==> config.mk <==
export PLATFORM = sky130hd
export DESIGN_NAME = fetch_prefetcher
export DESIGN_NICKNAME = d
export VERILOG_FILES = /design/src/rtl/fetch_prefetcher.sv
export SDC_FILE = /design/constraint.sdc
export NUM_CORES = 1
export LEC_CHECK = 0
export CAP_MARGIN = 20
export CORE_UTILIZATION = 48
export CTS_BUF_LIST = sky130_fd_sc_hd__clkbuf_16
export DETAILED_ROUTE_END_ITERATION = 7
export GPL_TIMING_DRIVEN = 0
export PLACE_DENSITY = 0.82
export SETUP_SLACK_MARGIN = 0.02
export SLEW_MARGIN = 40
export SYNTH_ARGS = -nofsm -noshare
export SYNTH_HDL_FRONTEND = slang
export SYNTH_SLANG_ARGS = --single-unit
==> constraint.sdc <==
create_clock -name clk -period 5.8 [get_ports clk]
set_input_delay 0.58 -clock clk [delete_from_list [all_inputs] [get_ports clk]]
set_output_delay 0.58 -clock clk [all_outputs]
set_load 0.01 [all_outputs]
==> src/rtl/fetch_prefetcher.sv <==
// rtl/fetch_prefetcher.sv - instruction prefetcher: one-outstanding memory request FSM feeding an instruction FIFO
// Define FETCH_PREFETCH_EN to prefetch up to FIFO_DEPTH entries; otherwise fetch one instruction at a time.
module fetch_prefetcher #(
    parameter int PROGRAM_MEM_ADDR_BITS = 8,
    parameter int PROGRAM_MEM_DATA_BITS = 16,
    parameter int FIFO_DEPTH            = 4
) (
    input  logic                             clk,
    input  logic                             reset,
    input  logic                             enable,
    input  logic                             redirect_valid,
    input  logic [PROGRAM_MEM_ADDR_BITS-1:0] redirect_pc,
    output logic                             mem_read_valid,
    output logic [PROGRAM_MEM_ADDR_BITS-1:0] mem_read_address,
    input  logic                             mem_read_ready,
    input  logic [PROGRAM_MEM_DATA_BITS-1:0] mem_read_data,
    output logic                             instr_valid,
    output logic [PROGRAM_MEM_DATA_BITS-1:0] instr_data,
    output logic [PROGRAM_MEM_ADDR_BITS-1:0] instr_pc,
    input  logic                             instr_ready,
    output logic                             busy
);
    localparam int AW    = PROGRAM_MEM_ADDR_BITS;
    localparam int DW    = PROGRAM_MEM_DATA_BITS;
    localparam int PTR_W = $clog2(FIFO_DEPTH);
    localparam int CNT_W = PTR_W + 1;

    localparam logic [AW-1:0]    PC_ONE  = AW'(1);
    localparam logic [PTR_W-1:0] PTR_ONE = PTR_W'(1);
    localparam logic [CNT_W-1:0] CNT_ONE = CNT_W'(1);
    // Issue happens only from IDLE, so nothing is in flight and occupancy alone bounds the buffer.
`ifdef FETCH_PREFETCH_EN
    localparam logic [CNT_W-1:0] ISSUE_LIMIT = CNT_W'(FIFO_DEPTH);
`else
    localparam logic [CNT_W-1:0] ISSUE_LIMIT = CNT_W'(1);
`endif

    typedef enum logic [1:0] {IDLE, REQ, ACK} state_t;

    state_t           state_q, state_d;
    logic [AW-1:0]    fetch_pc_q, fetch_pc_d;
    logic [AW-1:0]    addr_q, addr_d;
    logic             stale_q, stale_d;
    logic [PTR_W-1:0] rd_ptr_q, rd_ptr_d;
    logic [PTR_W-1:0] wr_ptr_q, wr_ptr_d;
    logic [CNT_W-1:0] count_q, count_d;
    logic             push;
    logic             pop;

    logic [DW-1:0] fifo_data_q [FIFO_DEPTH];
    logic [AW-1:0] fifo_pc_q   [FIFO_DEPTH];

    always_comb begin
        state_d    = state_q;
        fetch_pc_d = fetch_pc_q;
        addr_d     = addr_q;
        stale_d    = stale_q;
        push       = 1'b0;
        case (state_q)
            IDLE: begin
                if (enable && !redirect_valid && (count_q < ISSUE_LIMIT)) begin
                    state_d    = REQ;
                    addr_d     = fetch_pc_q;
                    fetch_pc_d = fetch_pc_q + PC_ONE;
                end
            end
            REQ: begin
                if (mem_read_ready) begin
                    state_d = ACK;
                    push    = !stale_q && !redirect_valid;
                end
            end
            ACK: begin
                if (!mem_read_ready) state_d = IDLE;
            end
            default: state_d = IDLE;
        endcase
        if (redirect_valid) begin
            fetch_pc_d = redirect_pc;
            if (state_q != IDLE) stale_d = 1'b1;
        end
        if (state_d == IDLE) stale_d = 1'b0;
    end

    always_comb begin
        pop      = (count_q != '0) && instr_ready && !redirect_valid;
        rd_ptr_d = rd_ptr_q;
        wr_ptr_d = wr_ptr_q;
        count_d  = count_q;
        if (redirect_valid) begin
            rd_ptr_d = '0;
            wr_ptr_d = '0;
            count_d  = '0;
        end else begin
            if (push) wr_ptr_d = wr_ptr_q + PTR_ONE;
            if (pop)  rd_ptr_d = rd_ptr_q + PTR_ONE;
            case ({push, pop})
                2'b10:   count_d = count_q + CNT_ONE;
                2'b01:   count_d = count_q - CNT_ONE;
                default: count_d = count_q;
            endcase
        end
    end

    always_ff @(posedge clk) begin
        if (reset) begin
            state_q    <= IDLE;
            fetch_pc_q <= '0;
            addr_q     <= '0;
            stale_q    <= 1'b0;
            rd_ptr_q   <= '0;
            wr_ptr_q   <= '0;
            count_q    <= '0;
        end else begin
            state_q    <= state_d;
            fetch_pc_q <= fetch_pc_d;
            addr_q     <= addr_d;
            stale_q    <= stale_d;
            rd_ptr_q   <= rd_ptr_d;
            wr_ptr_q   <= wr_ptr_d;
            count_q    <= count_d;
        end
    end

    // Storage needs no reset: the head is masked to zero whenever the count is zero.
    always_ff @(posedge clk) begin
        if (push) begin
            fifo_data_q[wr_ptr_q] <= mem_read_data;
            fifo_pc_q[wr_ptr_q]   <= addr_q;
        end
    end

    assign mem_read_valid   = (state_q == REQ);
    assign mem_read_address = addr_q;
    assign busy             = (state_q != IDLE);
    assign instr_valid      = (count_q != '0);
    assign instr_data       = instr_valid ? fifo_data_q[rd_ptr_q] : '0;
    assign instr_pc         = instr_valid ? fifo_pc_q[rd_ptr_q] : '0;

endmodule

==> impl_metrics.csv, run 1 <==
group,metric,value,unit
global_route,grt_use_total,18.29,%
min_path,holdCritPathClass,"primary input to flip-flop",
logic_synthesis,ys.flop_type,"sky130_fd_sc_hd__edfxtp_1",
logic_synthesis,post_synth_main_area_contributors,"sky130_fd_sc_hd__edfxtp_1 (58%), sky130_fd_sc_hd__dfxtp_1 (11%), sky130_fd_sc_hd__mux4_2 (11%)",
cells_and_area,share_of_post_route_cells_with_drive_strength_above_1,17.13,%
cells_and_area,layoutNonFillerInstCount,530,
logic_synthesis,mappedNetlistNets,342,
cells_and_area,nFillCells,703,
logic_synthesis,netlist.top_cell.by_area,"sky130_fd_sc_hd__edfxtp_1",
cells_and_area,syn2layout_area_growth,29.23,%
global_route,grt_pass1_vias,2987,
power,ir_worst_vdd,0.0002489,V
critical_path,worst-endpoint-required,5.22,ns
die,core_area,0.009910,mm^2
cells_and_area,final_area,0.006429,mm^2
critical_path,cp_slowest_stage_delay,0.62,ns
logic_synthesis,synthArstFlopShare,0,%
clocking,cts-resized-gates,0,
clocking,cts_num_sinks,124,
placement,io_buffers,63,
sta,finalWorstSetupSlack,2.431,ns
sta,finalCritPeriodShare,58.08,%
cells_and_area,antennaDiodeCount,0,
logic_synthesis,synthTopCellsByCount,"sky130_fd_sc_hd__edfxtp_1 (96), sky130_fd_sc_hd__dfxtp_1 (28), sky130_fd_sc_hd__nor2b_1 (27)",
logic_synthesis,ys_ff_latch,124,
global_route,grt_overflow_total,0,
clocking,path_clk_slew,0.05,ns
die,design.die.area,0.01078,mm^2
sta,relative_max_transition_margin,48.03,%
sta,final_hold_violations,0,
logic_synthesis,cell_count_after_synthesis,303,
route,routed_wirelength,9169,um
sta,timing.hold.ws,0.4098,ns
clocking,post_cts_hold_buffer_count,0,
sta,rsz0062_at_grt,"false",
global_route,global_route_wire_length_before_repair,14750,um
route,drt_pass1_iterations,4,
die,dieHeight,103.8,um
logic_synthesis,yosysUniqueCellTypes,38,
sta,finalSetupViolCount,0,
route,drt-wirelength-per-cell,17.30,um
clocking,tritoncts.num_buffers,17,
logic_synthesis,yosys.cell_count.top_type,"sky130_fd_sc_hd__edfxtp_1",
power,cellLeakagePower,2.146,nW
clocking,post_cts_buffers,0,
sta,period_minus_slack,3.369,ns
critical_path,worst_setup_path_end_kind,"output pin",
job,max_cap_violation_count,0,
critical_path,cpMaxStageDelayCell,"sky130_fd_sc_hd__nor2b_1",
route,detailedRoute.firstIterationViolations,145,
clocking,cts_tree,"yes",
logic_synthesis,synth.top_cell.area_share,57.95,%
sta,achievable-frequency,296.9,MHz
critical_path,worstPathCellList,"inv_1, ha_1, nor2b_1, clkbuf_1, nor2b_1, clkdlybuf4s50_1",
logic_synthesis,number_of_enable_type_register_cells_in_the_synthesized_netlist,96,
logic_synthesis,post_synth.cell_area_avg,16.42,um^2
die,initial_core_util,50.20,%
placement,placedInstanceArea,0.005777,mm^2
clocking,ctsLongestPathBuffers,2,
die,die_width,103.8,um
power,total_power,2.215,mW
logic_synthesis,synth_warnings,0,
cells_and_area,final_core_utilization,64.87,%
global_route,grt_max_degree,25,
critical_path,cp_data_arrival_time,2.79,ns
critical_path,critical_path.max_fanout,10,
placement,place.gp.congestion,0.8194,
critical_path,crit_path_most_repeated_cell,"sky130_fd_sc_hd__nor2b_1",
die,core.rowCount,36,
sta,timing.setup.tns,0,ns
power,cellPowerDensity,344.6,mW/mm^2
critical_path,cp-start-kind,"flip-flop",
status,run_status,"finished clean",
route,viasPerCell,5.277,
clocking,cts_max_level,4,
sta,tightestPinTransition,0.7779,ns
die,pin_count,65,
cells_and_area,net_count_final,424,
route,antenna_violating_nets_post_route,0,
route,route.vias.total,2797,
sta,worst_clock_skew,0.005475,ns
placement,placed_cells,499,
global_route,grt_antenna_before_repair,0,
placement,hpwl,5678,um
placement,place_worst_setup_slack,2.818,ns
logic_synthesis,synthesis.area,0.004975,mm^2
logic_synthesis,portion_of_the_post_synthesis_area_used_by_sequential_elements,69.22,%
sta,report.final.slew_viol_count,0,
route,drt_drc_violations_left,0,
clocking,clk-insertion-delay-late,0.40,ns
clocking,cts-root-buf,"sky130_fd_sc_hd__clkbuf_16",
critical_path,critical_path_class,"flip-flop to output pin",
## final cells by class
type	instances	area [um^2]	area share (%)
Multi-Input combinational cell	157	1433	22.28
Buffer	13	70.07	1.090
Tap cell	133	166.4	2.589
Timing Repair Buffer	63	630.6	9.809
Inverter	9	33.78	0.5255
Clock buffer	17	425.4	6.617
Clock inverter	14	226.5	3.523
Sequential cell	124	3443	53.56
## worst paths after layout
| kind | from | endpoint | slack [ns] | cells past startpoint |
|---|---|---|---|---|
| min | reset | fetch_pc_q[3] | 0.41 | 2 |
| max | count_q[0] | instr_pc[3] | 2.43 | 6 |
| max reg2reg | count_q[0] | count_q[2] | 3.38 | 7 |
| min reg2reg | fetch_pc_q[6] | mem_read_address[6] | 0.49 | 2 |
## state kept, by name (all words and copies together) (netlist names), 2 cells and up, named ones only
signal,count
rd_ptr_q,2
wr_ptr_q,2
fetch_pc_q,8
count_q,3
state_q,2
fifo_pc_q,32
fifo_data_q,64
mem_read_address,8
## power breakdown
group | leakage [nW] | internal (mW) | switching (mW)
registers | 1.09 | 0.965 | 0.00934
logic | 0.730 | 0.0415 | 0.0376
clock network | 0.322 | 0.798 | 0.364
total | 2.15 | 1.80 | 0.411
## cells in the final DEF (no fill, tap or decap), drive strengths merged
cell type,synthesis,final
o21ai,1,1
nor2b,27,27
nand2,19,19
buf,5,5
clkinvlp,0,2
and2,5,5
clkdlybuf4s50,0,63
nand4,2,2
xor2,7,7
mux4,24,24
mux2i,3,3
nand2b,1,1
dfxtp,28,28
xnor2,4,4
a21oi,12,12
nand3,5,5
a221oi,1,1
or4b,1,1
nor2,15,15
or2,1,1
or3,1,1
clkbuf,8,25
clkinv,0,3
a211oi,8,8
o211a,1,1
ha,9,9
nor4bb,1,1
and3,2,2
nor3,2,2
edfxtp,96,96
nor3b,1,1
bufinv,0,6
nor4b,1,1
inv,9,12
o22ai,2,2
and4,1,1
## routing by layer
| layer | global-route usage [%] | part of all wire (%) | up-vias |
|---|---|---|---|
| li1 | - | - | 1314 |
| met1 | 21.97 | 44 | 1394 |
| met2 | 31.19 | 51 | 76 |
| met3 | 4.909 | 3.8 | 13 |
| met4 | 7.551 | 1.2 | 0 |
| met5 | 0 | 0 | - |
## worst max-delay path: cells and delay by family, from the launching register on
| family | cells | cell delay, ns |
|---|---|---|
| flops | 1 | 0.37 |
| buf+inv | 3 | 1.11 |
| simple gates | 2 | 0.76 |
| fa+ha+maj | 1 | 0.14 |
## cell families (layout without fill, tap and decap cells)
| group | after synthesis | count (layout) | synth area share [%] |
|---|---|---|---|
| compound gates | 25 | 25 | 3.244 |
| xor+xnor | 11 | 11 | 1.937 |
| fa+ha+maj | 9 | 9 | 2.264 |
| buf+inv | 22 | 116 | 2.087 |
| flops | 124 | 124 | 69.22 |
| mux | 27 | 27 | 11.47 |
| simple gates | 85 | 85 | 9.784 |
Note: power is estimated with default switching activity, not from simulation.
==> inputs of run 2 (changes only) <==
- clock period: 5.8 -> 3.1 ns (I/O delays scaled with it)
==> impl_metrics.csv, run 2 (synthesis gave the netlist of run 1 again) <==
group,metric,value,unit
critical_path,critical_path_class,"flip-flop to output pin",
placement,place_worst_setup_slack,0.3876,ns
sta,finalCritPeriodShare,94.44,%
sta,report.final.slew_viol_count,0,
sta,final_hold_violations,0,
sta,finalWorstSetupSlack,0.1725,ns
placement,hpwl,5678,um
critical_path,cp-start-kind,"flip-flop",
sta,relative_max_transition_margin,53.71,%
route,drt_pass1_iterations,4,
clocking,post_cts_hold_buffer_count,0,
route,drt_drc_violations_left,0,
clocking,ctsLongestPathBuffers,2,
placement,placed_cells,499,
cells_and_area,layout.cells.most_common,"sky130_fd_sc_hd__edfxtp_1",
sta,worst_clock_skew,0.005472,ns
clocking,cts-root-buf,"sky130_fd_sc_hd__clkbuf_16",
critical_path,worst-endpoint-required,2.79,ns
clocking,path_clk_slew,0.05,ns
global_route,grt_pass1_vias,2987,
global_route,grt_antenna_before_repair,0,
cells_and_area,final_area,0.006431,mm^2
die,pin_count,65,
die,die_width,103.8,um
clocking,cts_tree,"yes",
cells_and_area,combined_area_of_the_multi_input_logic_cells,0.001435,mm^2
power,cellLeakagePower,2.148,nW
sta,rsz0062_at_grt,"false",
placement,place.gp.congestion,0.8194,
cells_and_area,layoutNonFillerInstCount,530,
cells_and_area,register_area,0.003443,mm^2
route,viasPerCell,5.289,
cells_and_area,share_of_post_route_cells_with_drive_strength_above_1,17.38,%
clocking,clk-insertion-delay-late,0.40,ns
critical_path,critical_path.max_fanout,10,
route,routed_wirelength,9166,um
job,max_cap_violation_count,0,
min_path,holdCritPathClass,"primary input to flip-flop",
clocking,post_cts_buffers,0,
route,detailedRoute.firstIterationViolations,145,
critical_path,cp_slowest_stage_delay,0.56,ns
cells_and_area,registers.top_by_ff_count,"fifo_data_q",
die,initial_core_util,50.20,%
critical_path,worstPathCellList,"buf_1, clkbuf_1, mux4_2, nor2b_1, clkdlybuf4s50_1",
clocking,cts_max_level,4,
sta,achievable-frequency,341.6,MHz
status,run_status,"finished clean",
power,ir_worst_vdd,0.0004657,V
global_route,grt_overflow_total,0,
global_route,grt_max_degree,25,
cells_and_area,nFillCells,702,
critical_path,worst_setup_path_end_kind,"output pin",
sta,period_minus_slack,2.927,ns
die,design.die.area,0.01078,mm^2
global_route,global_route_wire_length_before_repair,14750,um
die,dieHeight,103.8,um
cells_and_area,antennaDiodeCount,0,
cells_and_area,largest_register_ff_count,64,
clocking,cts-resized-gates,1,
die,core_area,0.009910,mm^2
clocking,tritoncts.num_buffers,17,
route,antenna_violating_nets_post_route,0,
placement,io_buffers,63,
die,core.rowCount,36,
placement,placedInstanceArea,0.005777,mm^2
cells_and_area,syn2layout_area_growth,29.28,%
critical_path,cp_data_arrival_time,2.62,ns
route,route.vias.total,2803,
cells_and_area,net_count_final,424,
route,drt-wirelength-per-cell,17.29,um
critical_path,cpMaxStageDelayCell,"sky130_fd_sc_hd__clkbuf_1",
power,cellPowerDensity,644.3,mW/mm^2
sta,finalSetupViolCount,0,
global_route,grt_use_total,18.29,%
cells_and_area,commonest_non_fill_non_tap_cells_in_the_layout,"sky130_fd_sc_hd__edfxtp_1 (96), sky130_fd_sc_hd__clkdlybuf4s50_1 (63), sky130_fd_sc_hd__dfxtp_1 (28)",
clocking,cts_num_sinks,124,
sta,timing.setup.tns,0,ns
sta,tightestPinTransition,0.6944,ns
cells_and_area,registers_with_the_most_flip_flops,"fifo_data_q (64), fifo_pc_q (32)",
[run 2: cell types whose count changed in the layout (fill, tap and decap cells not counted)]
cell                      delta
sky130_fd_sc_hd__nor2b_1     -1
sky130_fd_sc_hd__nor2b_2     +1
[run 2: worst max-delay path, delay by kind of cell, from the launching register on]
| kind | cells | cell delay [ns] |
|---|---|---|
| mux | 1 | 0.32 |
| buf+inv | 3 | 1.41 |
| flops | 1 | 0.30 |
| simple gates | 1 | 0.18 |
[run 2: per-layer routing]
layer  share of wire (%)  GRT usage, %  wire length [um]
met1                  44         21.97              4035
met2                  51         31.19              4656
met3                 4.0         4.909               363
met4                 1.2         7.551               110
met5                   0             0                 0
[run 2: through the flow]
step | total power, mW | hold WS (ns) | utilization [%]
6_report | 4.144 | 0.1396 | 64.90
5_1_grt | 4.246 | 0.1315 | 64.90
4_1_cts | 4.155 | 0.1250 | 64.90
3_5_place_dp | 2.002 | 0.4707 | 58.30
3_3_place_gp | 1.996 | 0.4634 | 58.24
2_1_floorplan | 1.918 | 0.4089 | -
[run 2: final timing paths]
| path | start | endpoint | slack, ns | cells past startpoint |
|---|---|---|---|---|
| max | flip-flop | instr_data[2] | 0.17 | 5 |
| max reg2reg | count_q[0] | count_q[2] | 0.82 | 7 |
| min | reset | fetch_pc_q[3] | 0.14 | 2 |
| min reg2reg | fetch_pc_q[6] | mem_read_address[6] | 0.49 | 2 |
[run 2: area by class of cell]
cell class / count / share of cell area (%)
sequential: 124 / 53.54
timing repair buffer: 63 / 9.805
multi-input combinational: 157 / 22.32
buffer: 13 / 1.089
clock inverter: 14 / 3.521
tap: 133 / 2.588
clock buffer: 17 / 6.615
inverter: 9 / 0.5253
[run 2: report_power, final]
group | total [mW] | switching (mW) | internal, mW
clock network | 2.17 | 0.681 | 1.49
logic | 0.148 | 0.0703 | 0.0778
registers | 1.82 | 0.0174 | 1.80
==> inputs of run 3 (changes only) <==
- ABC_AREA: unset -> 1
- GPL_ROUTABILITY_DRIVEN: unset -> 0
==> impl_metrics.csv, run 3 <==
group,metric,value,unit
status,run_status,"finished clean",
logic_synthesis,synthArstFlopShare,0,%
cells_and_area,largest_register_ff_count,64,
logic_synthesis,synthesis.area,0.005146,mm^2
sta,achievable-frequency,364.8,MHz
die,core_area,0.01037,mm^2
die,initial_core_util,49.63,%
die,pin_count,65,
cells_and_area,net_count_final,607,
critical_path,reg2reg_slack,1.04,ns
placement,placedInstanceArea,0.006062,mm^2
route,drt_drc_violations_left,0,
logic_synthesis,synth_warnings,0,
clocking,tritoncts.num_buffers,17,
logic_synthesis,yosys.cell_count.top_type,"sky130_fd_sc_hd__nor2_1",
placement,place_worst_setup_slack,0.7721,ns
clocking,cts_max_level,4,
sta,rsz0062_at_grt,"false",
route,antenna_violating_nets_post_route,0,
power,cellLeakagePower,2.473,nW
critical_path,r2r_end,"count_q[2]",
logic_synthesis,number_of_enable_type_register_cells_in_the_synthesized_netlist,96,
critical_path,reg2reg_depth,8,
sta,tightestPinTransition,0.5661,ns
clocking,ctsLongestPathBuffers,2,
sta,finalSetupViolCount,0,
logic_synthesis,ys_ff_latch,124,
clocking,post_cts_hold_buffer_count,0,
logic_synthesis,yosysUniqueCellTypes,27,
sta,finalCritPeriodShare,88.44,%
logic_synthesis,netlist.top_cell.by_area,"sky130_fd_sc_hd__edfxtp_1",
sta,worst_clock_skew,0.01100,ns
logic_synthesis,synth.top_cell.area_share,56.02,%
placement,placed_cells,685,
min_path,holdPathEnd,"mem_read_address[0]",
job,max_cap_violation_count,0,
critical_path,worst-endpoint-required,2.79,ns
cells_and_area,layoutNonFillerInstCount,717,
clocking,cts-root-buf,"sky130_fd_sc_hd__clkbuf_16",
critical_path,cp_data_arrival_time,2.43,ns
die,die_width,105.5,um
cells_and_area,final_core_utilization,64.94,%
power,total_power,4.256,mW
cells_and_area,registers_with_the_most_flip_flops,"fifo_data_q (64), fifo_pc_q (32)",
power,ir_worst_vdd,0.0003879,V
global_route,grt_pass1_vias,3820,
cells_and_area,nFillCells,748,
route,drt-wirelength-per-cell,16.48,um
route,route.vias.total,3865,
cells_and_area,registers.top_by_ff_count,"fifo_data_q",
sta,timing.hold.ws,0.2163,ns
critical_path,critical_path_class,"flip-flop to output pin",
sta,finalWorstSetupSlack,0.3584,ns
cells_and_area,final_area,0.006734,mm^2
critical_path,regToRegStartpoint,"state_q[0]",
global_route,global_route_wire_length_before_repair,18330,um
clocking,clk-insertion-delay-late,0.41,ns
cells_and_area,share_of_post_route_cells_with_drive_strength_above_1,11.36,%
logic_synthesis,portion_of_the_post_synthesis_area_used_by_sequential_elements,66.91,%
logic_synthesis,mappedNetlistNets,521,
die,dieHeight,105.5,um
global_route,grt_max_degree,19,
route,viasPerCell,5.391,
global_route,grt_antenna_before_repair,0,
min_path,holdCritPathClass,"primary input to flip-flop",
critical_path,worst_setup_path_end_kind,"output pin",
critical_path,critical_path.max_fanout,10,
cells_and_area,antennaDiodeCount,0,
critical_path,cp-start-kind,"flip-flop",
cells_and_area,commonest_non_fill_non_tap_cells_in_the_layout,"sky130_fd_sc_hd__nor2_1 (123), sky130_fd_sc_hd__edfxtp_1 (96), sky130_fd_sc_hd__clkdlybuf4s50_1 (63)",
cells_and_area,layout.cells.most_common,"sky130_fd_sc_hd__nor2_1",
route,routed_wirelength,11810,um
sta,timing.setup.tns,0,ns
logic_synthesis,ys.flop_type,"sky130_fd_sc_hd__edfxtp_1",
die,core.rowCount,37,
clocking,post_cts_buffers,0,
min_path,hold_start,"reset",
die,design.die.area,0.01114,mm^2
clocking,cts_tree,"yes",
route,drt_pass1_iterations,5,
logic_synthesis,synthTopCellsByCount,"sky130_fd_sc_hd__nor2_1 (127), sky130_fd_sc_hd__edfxtp_1 (96), sky130_fd_sc_hd__o21ai_0 (46)",
clocking,cts_num_sinks,124,
placement,io_buffers,63,
sta,relative_max_transition_margin,62.26,%
min_path,min_path_cells,2,
clocking,cts-resized-gates,0,
logic_synthesis,post_synth_main_area_contributors,"sky130_fd_sc_hd__edfxtp_1 (56%), sky130_fd_sc_hd__dfxtp_1 (11%), sky130_fd_sc_hd__nor2_1 (9.3%)",
logic_synthesis,cell_count_after_synthesis,482,
power,cellPowerDensity,632.0,mW/mm^2
sta,report.final.slew_viol_count,0,
sta,final_hold_violations,0,
global_route,grt_use_total,21.91,%
route,detailedRoute.firstIterationViolations,296,
placement,hpwl,7202,um
sta,period_minus_slack,2.742,ns
clocking,path_clk_slew,0.06,ns
logic_synthesis,post_synth.cell_area_avg,10.68,um^2
global_route,grt_overflow_total,0,
cells_and_area,syn2layout_area_growth,30.85,%
==> run 3: critical path: stages, from the launching register on <==
cell and delay (ns):
sky130_fd_sc_hd__dfxtp_1 0.39, sky130_fd_sc_hd__inv_1 0.09, sky130_fd_sc_hd__ha_1 0.19, sky130_fd_sc_hd__nand2_1 0.10, sky130_fd_sc_hd__inv_2 0.10, sky130_fd_sc_hd__clkbuf_1 0.28, sky130_fd_sc_hd__a21oi_1 0.24, sky130_fd_sc_hd__clkdlybuf4s50_1 0.62
==> run 3: power breakdown <==
part | internal [mW] | total, mW | leakage [nW] | switching, mW
Clock | 1.51 | 2.24 | 0.322 | 0.736
Combinational | 0.0855 | 0.176 | 1.06 | 0.0906
Sequential | 1.81 | 1.84 | 1.09 | 0.0238
==> run 3: layer usage <==
| layer | vias up | wire, um | global-route usage [%] |
|---|---|---|---|
| li1 | 1815 | - | - |
| met1 | 1845 | 4685 | 24.55 |
| met2 | 182 | 6005 | 39.61 |
| met3 | 23 | 918 | 6.061 |
| met4 | 0 | 204 | 8.234 |
| met5 | - | 0 | 0 |
==> run 3: cells by family (layout without fill, tap and decap cells) <==
| family | Yosys count | count (layout) | share of synthesized area, % |
|---|---|---|---|
| AND/OR/NAND/NOR | 190 | 190 | 15.12 |
| flip-flops | 124 | 124 | 66.91 |
| AO/OA/AOI/OAI | 98 | 98 | 9.822 |
| buffers and inverters | 55 | 154 | 4.936 |
| adder cells (fa/ha/maj) | 9 | 9 | 2.188 |
| XOR/XNOR | 6 | 6 | 1.021 |
==> run 3: how the worst max path moves through the flow <==
stage | from | to | slack [ns]
CTS | count_q[0] | instr_data[12] | 0.38
global placement | redirect_valid | fifo_data_q[3][14] | -0.30
global route | count_q[0] | instr_pc[3] | 0.31
detailed placement | redirect_valid | fifo_data_q[2][6] | 0.77
floorplan | state_q[0] | fifo_data_q[0][0] | 0.81
finish | count_q[0] | instr_pc[4] | 0.36
==> run 3: final cells by class <==
class                           count  area (um^2)  area share [%]
Multi-Input combinational cell    303         1479           21.96
Tap cell                          136        170.2           2.527
Sequential cell                   124         3443           51.13
Inverter                           33        126.4           1.877
Clock buffer                       17        425.4           6.317
Clock inverter                     15        246.5           3.660
Buffer                             22        127.6           1.895
Timing Repair Buffer               67        715.7           10.63
